### src/rtl/oki_rom_fetch.sv
// Sample-ROM read responder for the OKI6295: serves banked byte reads from 16-bit SDRAM
// through a two-line word cache with optional sequential next-word prefetch.
module oki_rom_fetch #(
  parameter logic [19:0] ROM_OFFS = 20'h0,
  parameter bit          PREFETCH = 1'b1
) (
  input  logic        CLK,
  input  logic        RESET,
  input  logic        OKI_CS,
  input  logic [20:0] OKI_ADDR,
  output logic [7:0]  OKI_DATA,
  output logic        OKI_OK,
  output logic        ROM_CS,
  output logic [19:0] ROM_ADDR,
  input  logic [15:0] ROM_DATA,
  input  logic        ROM_OK
);

  localparam logic [1:0] StIdle   = 2'd0;
  localparam logic [1:0] StDemand = 2'd1;
  localparam logic [1:0] StPref   = 2'd2;

  logic [1:0]        state_q, state_d;
  logic [19:0]       fetch_q, fetch_d;
  logic              lru_q, lru_d;
  logic              dem_line_q, dem_line_d;
  logic              pend_pf_q, pend_pf_d;
  logic [19:0]       pf_word_q, pf_word_d;
  logic [1:0]        valid_q, valid_d;
  logic [1:0][19:0]  tag_q, tag_d;
  logic [1:0][15:0]  data_q, data_d;
  logic [7:0]        oki_data_q, oki_data_d;
  logic              oki_ok_q, oki_ok_d;
  logic              rom_cs_q, rom_cs_d;
  logic [19:0]       rom_addr_q, rom_addr_d;

  logic [19:0] word;
  logic [1:0]  hit_vec;
  logic        hit;
  logic [15:0] hit_data;
  logic        rom_fire;
  logic [19:0] next_word;
  logic        other;
  logic        pf_needed;

  assign word      = OKI_ADDR[20:1];
  assign hit_vec   = {valid_q[1] && (tag_q[1] == word), valid_q[0] && (tag_q[0] == word)};
  assign hit       = |hit_vec;
  assign hit_data  = hit_vec[1] ? data_q[1] : data_q[0];
  // Late ROM_OK after a reset-aborted request must not fill anything.
  assign rom_fire  = rom_cs_q && ROM_OK;
  assign next_word = fetch_q + 20'd1;
  assign other     = ~lru_q;
  assign pf_needed = PREFETCH && !(valid_q[other] && (tag_q[other] == next_word));

  always_comb begin
    state_d    = state_q;
    fetch_d    = fetch_q;
    lru_d      = lru_q;
    dem_line_d = dem_line_q;
    pend_pf_d  = pend_pf_q;
    pf_word_d  = pf_word_q;
    valid_d    = valid_q;
    tag_d      = tag_q;
    data_d     = data_q;
    oki_data_d = oki_data_q;
    oki_ok_d   = 1'b0;
    rom_cs_d   = rom_cs_q;
    rom_addr_d = rom_addr_q;

    unique case (state_q)
      StIdle: begin
        if (OKI_CS && hit) begin
          oki_ok_d   = 1'b1;
          oki_data_d = OKI_ADDR[0] ? hit_data[15:8] : hit_data[7:0];
          lru_d      = ~hit_vec[1];
        end
        // A demand miss wins over a pending prefetch, which stays pending.
        if (OKI_CS && !hit) begin
          state_d    = StDemand;
          fetch_d    = word;
          rom_cs_d   = 1'b1;
          rom_addr_d = word + ROM_OFFS;
        end else if (pend_pf_q) begin
          state_d    = StPref;
          fetch_d    = pf_word_q;
          rom_cs_d   = 1'b1;
          rom_addr_d = pf_word_q + ROM_OFFS;
        end
      end
      StDemand: begin
        if (rom_fire) begin
          data_d[lru_q]  = ROM_DATA;
          tag_d[lru_q]   = fetch_q;
          valid_d[lru_q] = 1'b1;
          lru_d          = ~lru_q;
          dem_line_d     = lru_q;
          rom_cs_d       = 1'b0;
          state_d        = StIdle;
          if (pf_needed) begin
            pend_pf_d = 1'b1;
            pf_word_d = next_word;
          end
        end
      end
      StPref: begin
        if (rom_fire) begin
          data_d[~dem_line_q]  = ROM_DATA;
          tag_d[~dem_line_q]   = fetch_q;
          valid_d[~dem_line_q] = 1'b1;
          pend_pf_d            = 1'b0;
          rom_cs_d             = 1'b0;
          state_d              = StIdle;
        end
      end
      default: state_d = StIdle;
    endcase
  end

  always_ff @(posedge CLK) begin
    if (RESET) begin
      state_q    <= StIdle;
      fetch_q    <= 20'h0;
      lru_q      <= 1'b0;
      dem_line_q <= 1'b0;
      pend_pf_q  <= 1'b0;
      pf_word_q  <= 20'h0;
      valid_q    <= 2'b00;
      tag_q      <= '0;
      data_q     <= '0;
      oki_data_q <= 8'h0;
      oki_ok_q   <= 1'b0;
      rom_cs_q   <= 1'b0;
      rom_addr_q <= 20'h0;
    end else begin
      state_q    <= state_d;
      fetch_q    <= fetch_d;
      lru_q      <= lru_d;
      dem_line_q <= dem_line_d;
      pend_pf_q  <= pend_pf_d;
      pf_word_q  <= pf_word_d;
      valid_q    <= valid_d;
      tag_q      <= tag_d;
      data_q     <= data_d;
      oki_data_q <= oki_data_d;
      oki_ok_q   <= oki_ok_d;
      rom_cs_q   <= rom_cs_d;
      rom_addr_q <= rom_addr_d;
    end
  end

  assign OKI_DATA = oki_data_q;
  assign OKI_OK   = oki_ok_q;
  assign ROM_CS   = rom_cs_q;
  assign ROM_ADDR = rom_addr_q;

endmodule
### config.mk
export PLATFORM = sky130hd
export DESIGN_NAME = oki_rom_fetch
export DESIGN_NICKNAME = d
export VERILOG_FILES = /design/src/rtl/oki_rom_fetch.sv
export SDC_FILE = /design/constraint.sdc
export NUM_CORES = 1
export LEC_CHECK = 0
export ABC_AREA = 1
export BUFFER_PORTS_ARGS = -buffer_cell sky130_fd_sc_hd__buf_4
export CELL_PAD_IN_SITES_DETAIL_PLACEMENT = 1
export CELL_PAD_IN_SITES_GLOBAL_PLACEMENT = 2
export CORE_AREA = 3 3 196 122
export DETAILED_ROUTE_END_ITERATION = 8
export DIE_AREA = 0 0 199 125
export GPL_TIMING_DRIVEN = 0
export PLACE_DENSITY_LB_ADDON = 0.15
export SETUP_SLACK_MARGIN = 0.1
export SYNTH_ARGS = -nofsm -noshare
export SYNTH_HDL_FRONTEND = slang
export SYNTH_SLANG_ARGS = --single-unit
### constraint.sdc
create_clock -name CLK -period 2.2 [get_ports CLK]
set_input_delay 0.44 -clock CLK [delete_from_list [all_inputs] [get_ports CLK]]
set_output_delay 0.44 -clock CLK [all_outputs]
set_load 0.02 [all_outputs]
# Word-level counts from Yosys, hierarchy flattened
# Index checks and enable logic that the tools add are counted.
[totals] reg_bits=129 inputBits=41 output_inout_bits=30 wordCells=112
[op_classes] addsub=1 n_lt_le_gt_ge=5 n_eq_ne=11 n_mux=48 bitwise_logic=7 n_reduce_logical=26
[op_table] cell="$mux W20" count=6
[op_table] cell="$bwmux W40" count=2
[op_table] cell="$mux W40" count=2
[op_table] cell="$pmux W40 S2" count=1
[op_table] cell="$bwmux W32" count=2
[op_table] cell="$mux W32" count=2
[op_table] cell="$pmux W32 S2" count=1
[op_table] cell="$eq A20 B20 Y1" count=3
[op_table] cell="$mux W16" count=3
[op_table] cell="$demux W20 S1" count=2
[op_table] cell="$demux W16 S1" count=2
[op_table] cell="$add A20 B1 Y20 const B" count=1
[op_table] cell="$mux W1" count=12
[op_table] cell="$reduce_and A3 Y1" count=4
[op_table] cell="$mux W2" count=5
[op_table] cell="$logic_and A1 B1 Y1" count=8
[op_table] cell="$mux W8" count=1
[op_table] cell="$ne A2 B2 Y1 const B" count=4
[op_table] cell="$pmux W2 S2" count=2
[op_table] cell="$reduce_and A2 Y1" count=4
[op_table] cell="$reduce_bool A2 Y1" count=4
[op_table] cell="$lt A1 B2 Y1 const B" count=3
[op_table] cell="$pmux W1 S2" count=3
[op_table] cell="$reduce_or A2 Y1" count=3
[op_table] cell="11 further kinds" count=18

# Logic depth before layout (Yosys ltp)
[depth] ltp_word=8 depth_mapped=17 depth_no_buf=16

# Worst setup path before layout
# OpenSTA, ideal clock, no wires.
[synth_path] path_kind="register -> register" start="register, netlist name ROM_ADDR[1]" end="register pf_word_q[14]" setup_ns=0.116 arrival_time_ns=2.065 required_time_ns=2.084 slack_ns=0.019 path_stages_with_launch=16 n_path_buf=1 period_less_slack_ns=2.181 path_cell_list="dfxtp_1 -> ha_1 -> nand2_1 -> nor2_4 -> nand3_2 -> nor2_1 -> nand2_1 -> nand2_1 -> nand2_1 -> nand2_1 -> nand3_1 -> nor2_2 -> a21oi_4 -> buf_4 -> nor2_1 -> nor2_1"
[synth_rtl] element="end signal, assigned" line="141" text="pf_word_q <= pf_word_d;"
[synth_rtl] element="end, declared" line="28" text="logic [19:0] pf_word_q, pf_word_d;"

==> flow_metrics.env <==
export IMPL_ios=71
export IMPL_cp_top_family="simple AND/OR/NAND/NOR gates"
export IMPL_dp_hpwl_mm=24.9
export IMPL_slew_violations=0
export IMPL_first_pass_iters=5
export IMPL_clk_latency_ns=0.44
export IMPL_drtIter0Drc=653
export IMPL_worst_path_max_delay_cell="dfxtp_4"
export IMPL_cts_clk_slew_worst_paths_ns=0.06
export IMPL_seq_area_um2=2610
export IMPL_setup_tns_ns=-6.20
export IMPL_path_class="flip-flop to flip-flop"
export IMPL_ys_warn_count=0
export IMPL_crit_top_cell="nor2_4"
export IMPL_grt_pass1_wl_mm=50.4
export IMPL_path_buf_inv=4
export IMPL_syn_nets=1152
export IMPL_finClkSkew_ns=0.00930
export IMPL_reg2reg_from="ROM_ADDR[0]"
export IMPL_syn_inst=1106
export IMPL_postCtsHoldBufs=0
export IMPL_period_needed_ns=2.54
export IMPL_layout_filler_cells=2801
export IMPL_end_kind="flip-flop"
export IMPL_async_flop_share_pct=0
export IMPL_ir_drop_mv=0.493
export IMPL_grt_pass1_vias=7921
export IMPL_coreArea_um2=22000
export IMPL_antenna_found_initial=1
export IMPL_synth_top_cell_area_share_pct=36.5
export IMPL_drtAntennaViolNets=0
export IMPL_setup_violations_final=35
export IMPL_leakage_nw=4.10
export IMPL_max_slew_margin_rel_pct=50.8
export IMPL_yosys_top_cells_area="dfxtp_1 (36%), o21ai_0 (12%), nand2_1 (12%), nor2_1 (11%), inv_1 (6.0%)"
export IMPL_track_usage_pct=27.5
export IMPL_rsz0062_at_grt="yes"
export IMPL_final_cell_mix="nand2_1 (191), nor2_1 (187), o21ai_0 (161), dfxtp_1 (115), inv_1 (111)"
export IMPL_multi_input_area_um2=4270
export IMPL_worst_path_max_fanout=10
export IMPL_hold_end="data_q[29]"
export IMPL_drive_gt1_share_pct=23.4
export IMPL_via_per_inst=5.27
export IMPL_synth_seq_cells=129
export IMPL_clock_root_buffer="clkbuf_16"
export IMPL_fp_row_count=42
export IMPL_final_common_cell="nand2_1"
export IMPL_fmax_mhz=394
export IMPL_synth_flop_cell="dfxtp_1"
export IMPL_vias=8068
export IMPL_fin_area_um2=9570
export IMPL_outcome="complete, but fails checks"
export IMPL_grt_remaining_overflow=0
export IMPL_ff2ff_setup_slack_ns=-0.34
export IMPL_yosysSeqAreaShare_pct=36.5
export IMPL_cts_sinks=129
export IMPL_clk_path_buf_depth=2
export IMPL_worstHoldPathType="primary input to flip-flop"
export IMPL_power_density_nw_per_um2=1060
export IMPL_die_x_um=199
export IMPL_crit_chain="ha_4 > nand2_4 > nor2_4 > buf_12 > buf_6 > nand3_1 > nand2_1 > nand2_2 > xor2_1 > nor2_4 > nand2_2 > nor2_4 > a21oi_4 > buf_12 > buf_6 > nor2_1 > nor2_1"
export IMPL_numCtsBuffers=17
export IMPL_cts_tree="yes"
export IMPL_min_delay_start="ROM_DATA[13]"
export IMPL_fin_ws_ns=-0.338
export IMPL_h_tree_depth=4
export IMPL_rr_worst_depth=17
export IMPL_whs_path_depth=3
export IMPL_worst_slew_pin_slew_ns=0.738
export IMPL_startpoint_type="flip-flop"
export IMPL_violations="negative setup slack"
export IMPL_avgRoutedWirePerCell_um=22.2
export IMPL_required_ns=2.53
export IMPL_r2r_end="pf_word_q[2]"
export IMPL_nNetsFinal=1278
export IMPL_die_h_um=125
export IMPL_wl_mm=34.0
export IMPL_place_gp_congestion=0.941
export IMPL_area_growth_pct=35.2
export IMPL_max_stage_delay_ns=0.38
export IMPL_dieArea_um2=24900
export IMPL_finalCritPeriodShare_pct=115
export IMPL_synth_edf_count=0
export IMPL_placed_cell_area_um2=7960
export IMPL_hold_viol=0
export IMPL_io_buffers=70
export IMPL_p_total_mw=10.2
export IMPL_synth_top_area_cell="dfxtp_1"
export IMPL_syn_avg_cell_area_um2=6.40
export IMPL_syn_area_um2=7080
export IMPL_grt_start_max_net_pins=17
export IMPL_synth_cell_types=38
export IMPL_fin_util_pct=43.5
export IMPL_initial_core_util_pct=32.1
export IMPL_arrival_ns=2.87
export IMPL_drc_errors=0
export IMPL_cap_violations=0
export IMPL_holdWs_ns=0.232
==> power breakdown <==
part           total, mW  internal (mW)  switching (mW)
clock               3.09           1.92            1.17
sequential          3.03           2.68           0.355
combinational       4.05           1.44            2.61
==> what timing repair did <==
item | CTS | global route
gates cloned | 3 | 0
buffers inserted | 29 | 5
endpoints found under the setup margin | 128 | 124
gates resized for setup | 162 | 54
pin swaps | 33 | 23
==> tightest hold or removal path, cell delays in order <==
cell    delay [ns]
buf_4         0.08
nor2_1        0.03
nor2_1        0.08
==> registers in the layout, summed over array words and instances, names as in the netlist <==
register and flops:
OKI_DATA 8, ROM_ADDR 20, data_q 32, lru_q 1, pend_pf_q 1, state_q 2, tag_q 40, OKI_OK 1
pf_word_q 20, dem_line_q 1, valid_q 2, ROM_CS 1
==> layer usage <==
layer	share of wire [%]	up-vias	GRT usage, %
li1	-	3828	-
met1	52	3963	43.7
met2	39	258	37.4
met3	8.1	19	6.56
met4	0.78	0	4.67
met5	0	-	0
==> cell families after synthesis <==
| kind of cell | Yosys count | synth area share, % |
|---|---|---|
| adder cells (fa/ha/maj) | 5 | 0.884 |
| buffers and inverters | 165 | 9.20 |
| XOR/XNOR | 29 | 4.00 |
| AO/OA/AOI/OAI | 253 | 18.6 |
| AND/OR/NAND/NOR | 525 | 30.8 |
| flip-flops | 129 | 36.5 |
==> metrics by stage <==
| step | cells | worst slack [ns] |
|---|---|---|
| finish | 1532 | -0.338 |
| global route | 1532 | -0.407 |
| CTS | 1526 | -0.242 |
| detailed placement | 1462 | -0.957 |
| global placement | 1462 | -0.953 |
| floorplan | 1106 | 0.107 |
==> cell type report <==
| class | instances | area share (%) |
|---|---|---|
| Sequential cell | 129 | 27.2 |
| Clock inverter | 10 | 1.66 |
| Inverter | 116 | 4.64 |
| Antenna cell | 1 | 0.0262 |
| Buffer | 49 | 3.65 |
| Multi-Input combinational cell | 812 | 44.6 |
| Clock buffer | 22 | 4.75 |
| Timing Repair Buffer | 107 | 9.71 |
| Tap cell | 286 | 3.74 |
==> worst max path at each step <==
stage	from	to	slack, ns	depth (start not counted)
floorplan	ROM_ADDR[5]	pf_word_q[5]	0.11	13
global placement	OKI_ADDR[18]	ROM_ADDR[12]	-0.95	13
detailed placement	ROM_ADDR[0]	pf_word_q[14]	-0.96	15
CTS	ROM_ADDR[0]	pf_word_q[13]	-0.24	19
global route	ROM_ADDR[0]	pf_word_q[2]	-0.41	16
finish	ROM_ADDR[0]	pf_word_q[2]	-0.34	17
==> synthesized netlist by cell type (2+ instances only) <==
cell type  count
nor2_2         4
dfxtp_1      129
xor2_1        16
nand2_2        4
nor2_4         4
nor3_1        11
nand4_1       18
a21oi_1       64
o21ai_0      176
clkbuf_1      34
o2111ai_1      4
nor4_1         3
nand2_1      219
or2_2          2
buf_2         10
nand3_1       35
buf_4          3
ha_1           5
nand3b_1       5
inv_1        113
nor2_1       215
o211ai_1       3
xnor2_1       11
nand3_2        3
inv_2          2
(Power assumes the default switching activity.)
